===== src/rtl/pattern_detect_ctrl.sv =====
// Serial 4-bit pattern detector with a config handshake and match target.
// Moore FSM: IDLE -> LOAD -> RUN -> (DONE) -> IDLE.
module pattern_detect_ctrl (
    input  logic       clk,
    input  logic       reset,
    input  logic       cfg_valid,
    output logic       cfg_ready,
    input  logic [3:0] cfg_pattern,
    input  logic       cfg_overlap,
    input  logic [7:0] cfg_target,
    input  logic       din_valid,
    input  logic       din,
    input  logic       abort,
    output logic       busy,
    output logic       match,
    output logic [7:0] match_count,
    output logic       done
);

    typedef enum logic [1:0] {
        S_IDLE,
        S_LOAD,
        S_RUN,
        S_DONE
    } state_t;

    state_t     state_q, state_d;
    logic [3:0] pat_q, pat_d;
    logic       ovl_q, ovl_d;
    logic [7:0] tgt_q, tgt_d;
    logic [3:0] win_q, win_d;
    logic [2:0] fill_q, fill_d;
    logic [7:0] cnt_q, cnt_d;
    logic       match_q, match_d;

    logic [3:0] win_nx;
    logic [2:0] fill_nx;
    logic [7:0] cnt_inc;
    logic       hit;

    assign cfg_ready   = (state_q == S_IDLE);
    assign busy        = (state_q == S_LOAD) || (state_q == S_RUN);
    assign done        = (state_q == S_DONE);
    assign match       = match_q;
    assign match_count = cnt_q;

    // Next-state, capture, shift window and match bookkeeping
    always_comb begin
        state_d = state_q;
        pat_d   = pat_q;
        ovl_d   = ovl_q;
        tgt_d   = tgt_q;
        win_d   = win_q;
        fill_d  = fill_q;
        cnt_d   = cnt_q;
        match_d = 1'b0;

        win_nx  = {win_q[2:0], din};
        fill_nx = (fill_q == 3'd4) ? 3'd4 : fill_q + 3'd1;
        cnt_inc = (cnt_q == 8'hFF) ? 8'hFF : cnt_q + 8'd1;
        hit     = (fill_nx == 3'd4) && (win_nx == pat_q);

        unique case (state_q)
            S_IDLE: begin
                if (cfg_valid) begin
                    pat_d   = cfg_pattern;
                    ovl_d   = cfg_overlap;
                    tgt_d   = cfg_target;
                    cnt_d   = 8'd0;
                    win_d   = 4'd0;
                    fill_d  = 3'd0;
                    state_d = S_LOAD;
                end
            end
            S_LOAD: begin
                state_d = S_RUN;
            end
            S_RUN: begin
                if (abort) begin
                    // abort wins over a same-cycle bit, which is dropped
                    state_d = S_IDLE;
                end else if (din_valid) begin
                    win_d = win_nx;
                    if (hit) begin
                        match_d = 1'b1;
                        cnt_d   = cnt_inc;
                        fill_d  = ovl_q ? 3'd4 : 3'd0;
                        if ((tgt_q != 8'd0) && (cnt_inc == tgt_q)) begin
                            state_d = S_DONE;
                        end
                    end else begin
                        fill_d = fill_nx;
                    end
                end
            end
            S_DONE: begin
                state_d = S_IDLE;
            end
            default: begin
                state_d = S_IDLE;
            end
        endcase
    end

    // State and datapath registers with synchronous reset
    always_ff @(posedge clk) begin
        if (reset) begin
            state_q <= S_IDLE;
            pat_q   <= 4'd0;
            ovl_q   <= 1'b0;
            tgt_q   <= 8'd0;
            win_q   <= 4'd0;
            fill_q  <= 3'd0;
            cnt_q   <= 8'd0;
            match_q <= 1'b0;
        end else begin
            state_q <= state_d;
            pat_q   <= pat_d;
            ovl_q   <= ovl_d;
            tgt_q   <= tgt_d;
            win_q   <= win_d;
            fill_q  <= fill_d;
            cnt_q   <= cnt_d;
            match_q <= match_d;
        end
    end

endmodule


===== config.mk =====
export PLATFORM = sky130hd
export DESIGN_NAME = pattern_detect_ctrl
export DESIGN_NICKNAME = d
export VERILOG_FILES = /design/src/rtl/pattern_detect_ctrl.sv
export SDC_FILE = /design/constraint.sdc
export NUM_CORES = 1
export LEC_CHECK = 0
export CAP_MARGIN = 20
export CORE_MARGIN = 2
export CORE_UTILIZATION = 52
export CTS_CLUSTER_DIAMETER = 80
export DETAILED_ROUTE_END_ITERATION = 12
export PLACE_DENSITY = 0.86
export SLEW_MARGIN = 5
export SYNTH_ARGS = -nofsm -noshare
export SYNTH_HDL_FRONTEND = slang
export SYNTH_SLANG_ARGS = --single-unit

===== constraint.sdc =====
create_clock -name clk -period 3.4 [get_ports clk]
set_input_delay 0.51 -clock clk [delete_from_list [all_inputs] [get_ports clk]]
set_output_delay 0.51 -clock clk [all_outputs]
set_load 0.005 [all_outputs]

# Word-level counts from Yosys, hierarchy flattened
# Index checks and enable logic that the tools add are counted.
# Widths: inputs -> output; s select.
# word_totals
latchBits,0
ramBits,0
ff_bits,30
memories,0
romBits,0
inputBits,19
# op_classes
eq_ne,15
div,0
n_lt_le_gt_ge,0
reduce_logical,11
shifts,0
n_mux,24
addsub,2
n_mul,0
n_bitwise,2
# op_table
cell,count
$mux 8,5
$mux 3,9
$pmux 8 s2,1
$pmux 3 s2,2
$mux 2,5
$add 8x1->8 const B,1
$eq 8x8->1,1
$eq 8x8->1 const B,1
$ne 2x2->1 const B,4
$pmux 2 s4,1
$reduce_and 4->1,2
$reduce_bool 8->1,1
$eq 3x3->1 const B,2
$ne 3x3->1 const B,2
$reduce_and 5->1,1
$eq 2x2->1 const B,2
$eq 4x4->1,1
$reduce_or 4->1,1
$add 3x1->3 const B,1
$ne 3x2->1 const B,1
$eq 2x1->1 const B,1
$logic_and 1x1->1,2
$logic_not 2->1,1
$not 1->1,2
4 further kinds,4

# Longest topological paths before layout
# Gate-level depths: netlist of the first run.
# depth
depth_word,9
ltp_mapped,9
ltp_nobuf,8

# Worst setup path after synthesis of the first run
# OpenSTA, ideal clock, no wires.
# synth_path
path_type,reg-to-reg
start,"register cnt_q[0], in the netlist match_count[0]"
end,register state_q[0]
path_slack_ns,0.825
arrival_ns,2.501
period_less_slack_ns,2.575
stages_incl_launch_ff,10
path_cell_list,dfxtp_1 ha_1 buf_4 and3_1 buf_6 a21oi_2 a211o_1 or4_1 or4_1 a31oi_1
# synth_via
elab_chain_len,6
# synth_rtl
item,line,rtl
"start, declared",33,"logic [7:0] cnt_q, cnt_d;"
"start signal, assigned",123,cnt_q <= cnt_d;
$add 8x1->8 or $eq 8x8->1 (tied branches),60,cnt_inc = (cnt_q == 8'hFF) ? 8'hFF : cnt_q + 8'd1;
$mux 8 *,60,
$eq 8x8->1 *,88,if ((tgt_q != 8'd0) && (cnt_inc == tgt_q)) begin
$logic_and 1x1->1 *,88,
$ne 3x2->1 (no source line) *,--,
$reduce_and 4->1 (no source line) *,--,
"end signal, assigned",117,state_q <= state_d;
"end, declared",27,"state_t state_q, state_d;"
# Every way passes the cells marked *; elsewhere a longest branch is shown, timed or not.
# A chain may end at the register's enable or synchronous reset.

# Final worst setup path of the first run
# Ends and elaborated chain as after synthesis.

==> results of run 1 <==
==> logic make-up after synthesis <==
| kind of cell | after synthesis | synth area share (%) |
|---|---|---|
| AND/OR/NAND/NOR | 91 | 25.4 |
| XOR/XNOR | 9 | 4.56 |
| flip-flops | 30 | 34.8 |
| multiplexers | 3 | 1.74 |
| buffers and inverters | 20 | 5.43 |
| AO/OA/AOI/OAI | 63 | 23.8 |
| adder cells (fa/ha/maj) | 6 | 4.34 |
==> sequential cells by signal, indices dropped and copies added, names as in the netlist <==
name	count
ovl_q	1
match	1
state_q	2
tgt_q	8
fill_q	3
win_q	3
match_count	8
pat_q	4
==> routing by layer <==
metal / vias to the layer above / routed length, um / global-route usage, %
li1: 851 / - / -
met1: 773 / 1780 / 33.5
met4: 0 / 75 / 8.81
met2: 63 / 1860 / 37.1
met5: - / 0 / 0
met3: 9 / 221 / 4.83
==> cell usage after synthesis, drive strengths merged, types with 3 or more instances <==
| cell | count | area (sq um) |
|---|---|---|
| nand2 | 40 | 150 |
| nor3 | 5 | 25.0 |
| inv | 7 | 26.3 |
| dfxtp | 30 | 601 |
| mux2i | 3 | 30.0 |
| xor2 | 5 | 43.8 |
| nand3 | 6 | 30.0 |
| a211oi | 6 | 45.0 |
| xnor2 | 4 | 35.0 |
| nor2 | 13 | 48.8 |
| nand2b | 3 | 18.8 |
| a22oi | 5 | 37.5 |
| o21ai | 7 | 35.0 |
| nor4 | 4 | 25.0 |
| a21oi | 25 | 129 |
| ha | 6 | 75.1 |
| and3 | 5 | 31.3 |
| clkbuf | 8 | 30.0 |
| buf | 5 | 37.5 |
| a31oi | 3 | 18.8 |
| o211ai | 3 | 22.5 |
==> worst max-delay path by stage <==
stage / from / end / slack (ns) / cells past startpoint
2_1_floorplan: match_count[0] / state_q[0] / 0.82 / 9
3_3_place_gp: cfg_valid / state_q[0] / 0.68 / 7
3_5_place_dp: match_count[0] / state_q[0] / 0.58 / 7
4_1_cts: match_count[0] / state_q[0] / 0.56 / 7
5_1_grt: match_count[0] / state_q[0] / 0.34 / 7
6_report: match_count[0] / state_q[0] / 0.50 / 7
==> power by group <==
| group | internal [uW] | switching [uW] |
|---|---|---|
| combinational | 105 | 122 |
| sequential | 374 | 25.3 |
| clock | 99.2 | 133 |
==> layout make-up <==
class	instances	area, sq um	area share (%)
well taps	44	55.1	2.63
multi-input cells	172	1030	49.3
clock inverters	2	12.5	0.597
repair buffers	32	315	15.1
inverters	7	26.3	1.25
flip-flops and latches	30	601	28.7
clock buffers	6	51.3	2.45
==> metrics by stage <==
stage	instance area, sq um	std cells	hold slack [ns]	power (uW)	utilization (%)
global placement	2030	285	0.447	630	65.4
global route	2090	293	0.492	907	67.5
finish	2090	293	0.475	858	67.5
floorplan	1730	222	0.433	550	-
detailed placement	2030	285	0.460	634	65.4
CTS	2090	293	0.474	861	67.5
==> worst max-delay path: stages, from the launching register on <==
cell and delay (ns):
dfxtp_1 0.50, ha_1 0.35, and3_1 0.35, a21oi_2 0.10, a211o_1 0.29, or4_1 0.57, or4_1 0.52, a31oi_1 0.16
==> run summary, run 1 <==
CTS root buf - clkbuf_4
Post-synthesis cell area - 1730 sq um
YS warnings - 0
Drt initial violations - 112
Hold endpoint - pat_q[3]
R2r endpoint - state_q[0]
Final Skew - 0.00961 ns
Setup Buffers After CTS - 0
Slew of the pin with the lowest slew margin - 0.408 ns
Status - finished clean
Crit path DAT - 3.18 ns
Core area - 3100 sq um
CP required - 3.68 ns
Post-CTS sizing - 0
R2R depth - 7
Clock transition at path regs - 0.10 ns
Setup slack after layout - 0.498 ns
Final Hold Fails - 0
Slew headroom - 72.8%
# IOs - 31
Drt wl/cell - 13.4 um
Largest net degree at the start of global routing - 31
Number of synthesized flops with an enable pin - 0
VDD IR max - 0.000341 V
Sum of negative setup slack - 0 ns
Syn Inst Count - 222
Area Growth Syn to Fin - 21.2%
Hold path start - pat_q[3]
Gpl congestion - 0.873
Initial Util - 55.7%
Max-Cap Viols - 0
Synth Net Count - 247
Ys flop type - dfxtp_1
Hold_buf cts - 0
Hold Crit Class - reg -> reg
Gr ovfl total - 0
Fmax achieved - 345 MHz
Crit share post-route - 85.4%
Initial antenna violation count - 0
Mapped Avg Cell Area - 7.78 sq um
Sinks on Clock Net - 30
TritonCTS buffer count - 5
Endpoint kind of the worst setup timing path - flip-flop
Max Slew Vio Count - 0
# setup viols final - 0
TritonCTS clock tree - built
Port Buffer Count - 30
Worst slack, placed - 0.580 ns
Clock tree buffer depth - 2
Pwr dens - 410 nW/um^2
Layout cells sized above 1 - 4.82%
DR vias - 1,696
Post-synth ARST share - 0%
DRC - 0
DR vias/cell - 5.79
Most common cell after layout, fill and taps aside - nand2_1
Synthesis-stage register bit count - 30
Layout fillers - 282
Vias in the first global route - 1,499
Most frequent cells in the layout - nand2_1, dfxtp_1, clkdlybuf4s50_1
Drt first pass iters - 4
R2r startpoint - match_count[0]
Tmin final - 2.90 ns
HPWL Detailed - 2.93 mm
Clock Latency Late Sink - 0.34 ns
Max FO, Critical Path - 9
Hold depth - 2
LEAKAGE - 0.000762 uW
Site row count - 20
CP Launch Type - flip-flop
RSZ-0062 raised after global routing - false
GRT Overall Usage - 24.2%
First-pass GRT wire length - 6.86 mm
Setup slack, reg-to-reg - 0.50 ns
Die Area - 3800 sq um
N_diodes - 0
H-tree depth - 2
Nets - 273
Register area share after synthesis - 34.8%
Die height - 61.6 um
Yosys cell types - 46
Die W - 61.6 um
Final WL - 3.94 mm
Setup Crit Path Kind - reg -> reg
Routed Antenna Nets - 0
No activity file was read; power rests on OpenSTA's default activity.
==> run 2: changes to the inputs <==
--- a/config.mk
+++ b/config.mk
@@ -7,10 +7,10 @@
 export LEC_CHECK = 0
 export CAP_MARGIN = 20
 export CORE_MARGIN = 2
-export CORE_UTILIZATION = 52
+export CORE_UTILIZATION = 38
 export CTS_CLUSTER_DIAMETER = 80
 export DETAILED_ROUTE_END_ITERATION = 12
-export PLACE_DENSITY = 0.86
+export PLACE_DENSITY = 0.68
 export SLEW_MARGIN = 5
 export SYNTH_ARGS = -nofsm -noshare
 export SYNTH_HDL_FRONTEND = slang
==> run 2 against run 1 <==
Cell area increased by 2.0%; worst hold slack worse by 0.019 ns; non-clock buffer count stayed put; core utilization shrank 18 points; routed wire length is 1.3% higher; worst setup slack gained 0.082 ns; critical path depth stayed put; via count shrank 1.9%; highest routed layer unchanged; power grew 9.1%; sequential cell count stayed put; count of clock-buffer cells in the layout is the same; critical endpoint unchanged; die area increased by 34%.
==> run summary, run 2 (synthesis gave the netlist of run 1 again) <==
Routed Antenna Nets - 0 (unchanged)
Worst slack, placed - 0.606 ns (was 0.580 ns)
Hold path start - ovl_q (was pat_q[3])
Die height - 71.4 um (was 61.6 um)
Setup slack after layout - 0.580 ns (was 0.498 ns)
R2R depth - 7 (unchanged)
DRC - 0 (unchanged)
Final WL - 3.99 mm (was 3.94 mm)
Met3 Use GR - 4.36% (was 4.83%)
VDD IR max - 0.000243 V (was 0.000341 V)
Gr ovfl total - 0 (unchanged)
Placed inst area - 2040 sq um (was 2030 sq um)
Slew headroom - 59.7% (was 72.8%)
Worst path depth - 7 (unchanged)
Area Growth Syn to Fin - 23.6% (was 21.2%)
Most frequent cells in the layout - nand2_1, dfxtp_1, clkdlybuf4s50_1 (unchanged)
Overall power - 936 uW (was 858 uW)
RSZ-0062 raised after global routing - false (unchanged)
Nets - 273 (unchanged)
Initial Util - 39.7% (was 55.7%)
Clock Latency Late Sink - 0.29 ns (was 0.34 ns)
Setup Buffers After CTS - 0 (unchanged)
Critical path buffers and inverters - 0 (unchanged)
Hold depth - 2 (unchanged)
Post-CTS sizing - 0 (unchanged)
DR vias/cell - 5.52 (was 5.79)
DR vias - 1,663 (was 1,696)
Setup Crit Path Kind - reg -> reg (unchanged)
GRT Overall Usage - 16.7% (was 24.2%)
Clock tree buffer depth - 2 (unchanged)
TritonCTS buffer count - 5 (unchanged)
Critical path's slowest cell - or4_1 (unchanged)
Fin area - 2140 sq um (was 2090 sq um)
Most common cell after layout, fill and taps aside - nand2_1 (unchanged)
Final Skew - 0.00829 ns (was 0.00961 ns)
Setup slack, reg-to-reg - 0.58 ns (was 0.50 ns)
Site row count - 24 (was 20)
Global-route met1 utilization - 22.4% (was 33.5%)
Drt first pass iters - 4 (unchanged)
Hold endpoint - ovl_q (was pat_q[3])
Slowest stage delay, CP - 0.54 ns (was 0.57 ns)
Die W - 71.4 um (was 61.6 um)
Gpl congestion - 0.900 (was 0.873)
Clock transition at path regs - 0.07 ns (was 0.10 ns)
TritonCTS clock tree - built (unchanged)
# setup viols final - 0 (unchanged)
Crit-path cells - ha_1 > and3_1 > a21oi_2 > a211o_1 > or4_1 > or4_1 > a31oi_1 (unchanged)
Layout cells sized above 1 - 4.82% (unchanged)
HPWL Detailed - 3.00 mm (was 2.93 mm)
Endpoint kind of the worst setup timing path - flip-flop (unchanged)
H-tree depth - 2 (unchanged)
Fmax achieved - 355 MHz (was 345 MHz)
Crit share post-route - 83.0% (was 85.4%)
# IOs - 31 (unchanged)
Cell mode on critical path - or4_1 (unchanged)
Family with the most delay on the worst path - simple AND/OR/NAND/NOR gates (unchanged)
CP required - 3.63 ns (was 3.68 ns)
Crit path DAT - 3.05 ns (was 3.18 ns)
Sinks on Clock Net - 30 (unchanged)
Pwr dens - 438 nW/um^2 (was 410 nW/um^2)
Core area - 4350 sq um (was 3100 sq um)
Hold Crit Class - reg -> reg (unchanged)
Vias in the first global route - 1,488 (was 1,499)
Tmin final - 2.82 ns (was 2.90 ns)
Max FO, Critical Path - 9 (unchanged)
LEAKAGE - 0.000775 uW (was 0.000762 uW)
R2r endpoint - state_q[0] (unchanged)
Port Buffer Count - 30 (unchanged)
Largest net degree at the start of global routing - 17 (was 31)
Hold_buf cts - 0 (unchanged)
N_diodes - 0 (unchanged)
Max-Cap Viols - 0 (unchanged)
Most used routing layer - met2 (unchanged)
Slew of the pin with the lowest slew margin - 0.603 ns (was 0.408 ns)
First-pass GRT wire length - 6.73 mm (was 6.86 mm)
Drt initial violations - 169 (was 112)
CTS root buf - clkbuf_8 (was clkbuf_4)
Initial antenna violation count - 0 (unchanged)
GRT met2 Usage - 25.2% (was 37.1%)
Status - finished clean (unchanged)
CP Launch Type - flip-flop (unchanged)
Die Area - 5100 sq um (was 3800 sq um)
Drt wl/cell - 13.3 um (was 13.4 um)
Max Slew Vio Count - 0 (unchanged)
R2r startpoint - match_count[0] (unchanged)
Sum of negative setup slack - 0 ns (unchanged)
Final Hold Fails - 0 (unchanged)
## run 2: cell counts in the layout (fill, tap and decap cells not counted)
No cell type changed its count.
## run 2: through the flow
step	utilization, %	std cells	hold slack [ns]
after floorplan	-	222	0.433
after global placement	46.9	293	0.446
after detailed placement	46.9	293	0.448
after CTS	49.1	301	0.458
after global routing	49.1	301	0.476
final	49.1	301	0.455
## run 2: worst max-delay path by stage
| stage | end | slack, ns | startpoint |
|---|---|---|---|
| global placement | state_q[0] | 0.66 | cfg_valid |
| CTS | state_q[0] | 0.59 | match_count[0] |
| detailed placement | state_q[0] | 0.61 | match_count[0] |
| global route | state_q[0] | 0.40 | match_count[0] |
| floorplan | state_q[0] | 0.82 | match_count[0] |
| finish | state_q[0] | 0.58 | match_count[0] |
## run 2: power breakdown
part / internal (uW) / switching (uW) / leakage, uW
Combinational: 105 / 123 / 0.000484
Sequential: 374 / 25.4 / 0.000244
Clock: 162 / 146 / 0.0000472
Total: 642 / 294 / 0.000775
## run 2: worst register-to-register path, cell delays in order (launching register included)
cell and delay (ns):
dfxtp_1 0.47, ha_1 0.34, and3_1 0.34, a21oi_2 0.10
a211o_1 0.30, or4_1 0.54, or4_1 0.51, a31oi_1 0.16
## run 2: layout make-up
class | instances | area, sq um
flip-flops and latches | 30 | 601
fillers | 427 | 2220
clock buffers | 6 | 82.6
repair buffers | 32 | 315
well taps | 52 | 65.1
inverters | 7 | 26.3
multi-input cells | 172 | 1030
clock inverters | 2 | 12.5
## run 2: routing by layer
layer | part of all wire [%] | up-vias
met5 | 0 | -
li1 | - | 857
met4 | 1.0 | 0
met1 | 48 | 742
met2 | 44 | 59
met3 | 7.1 | 5
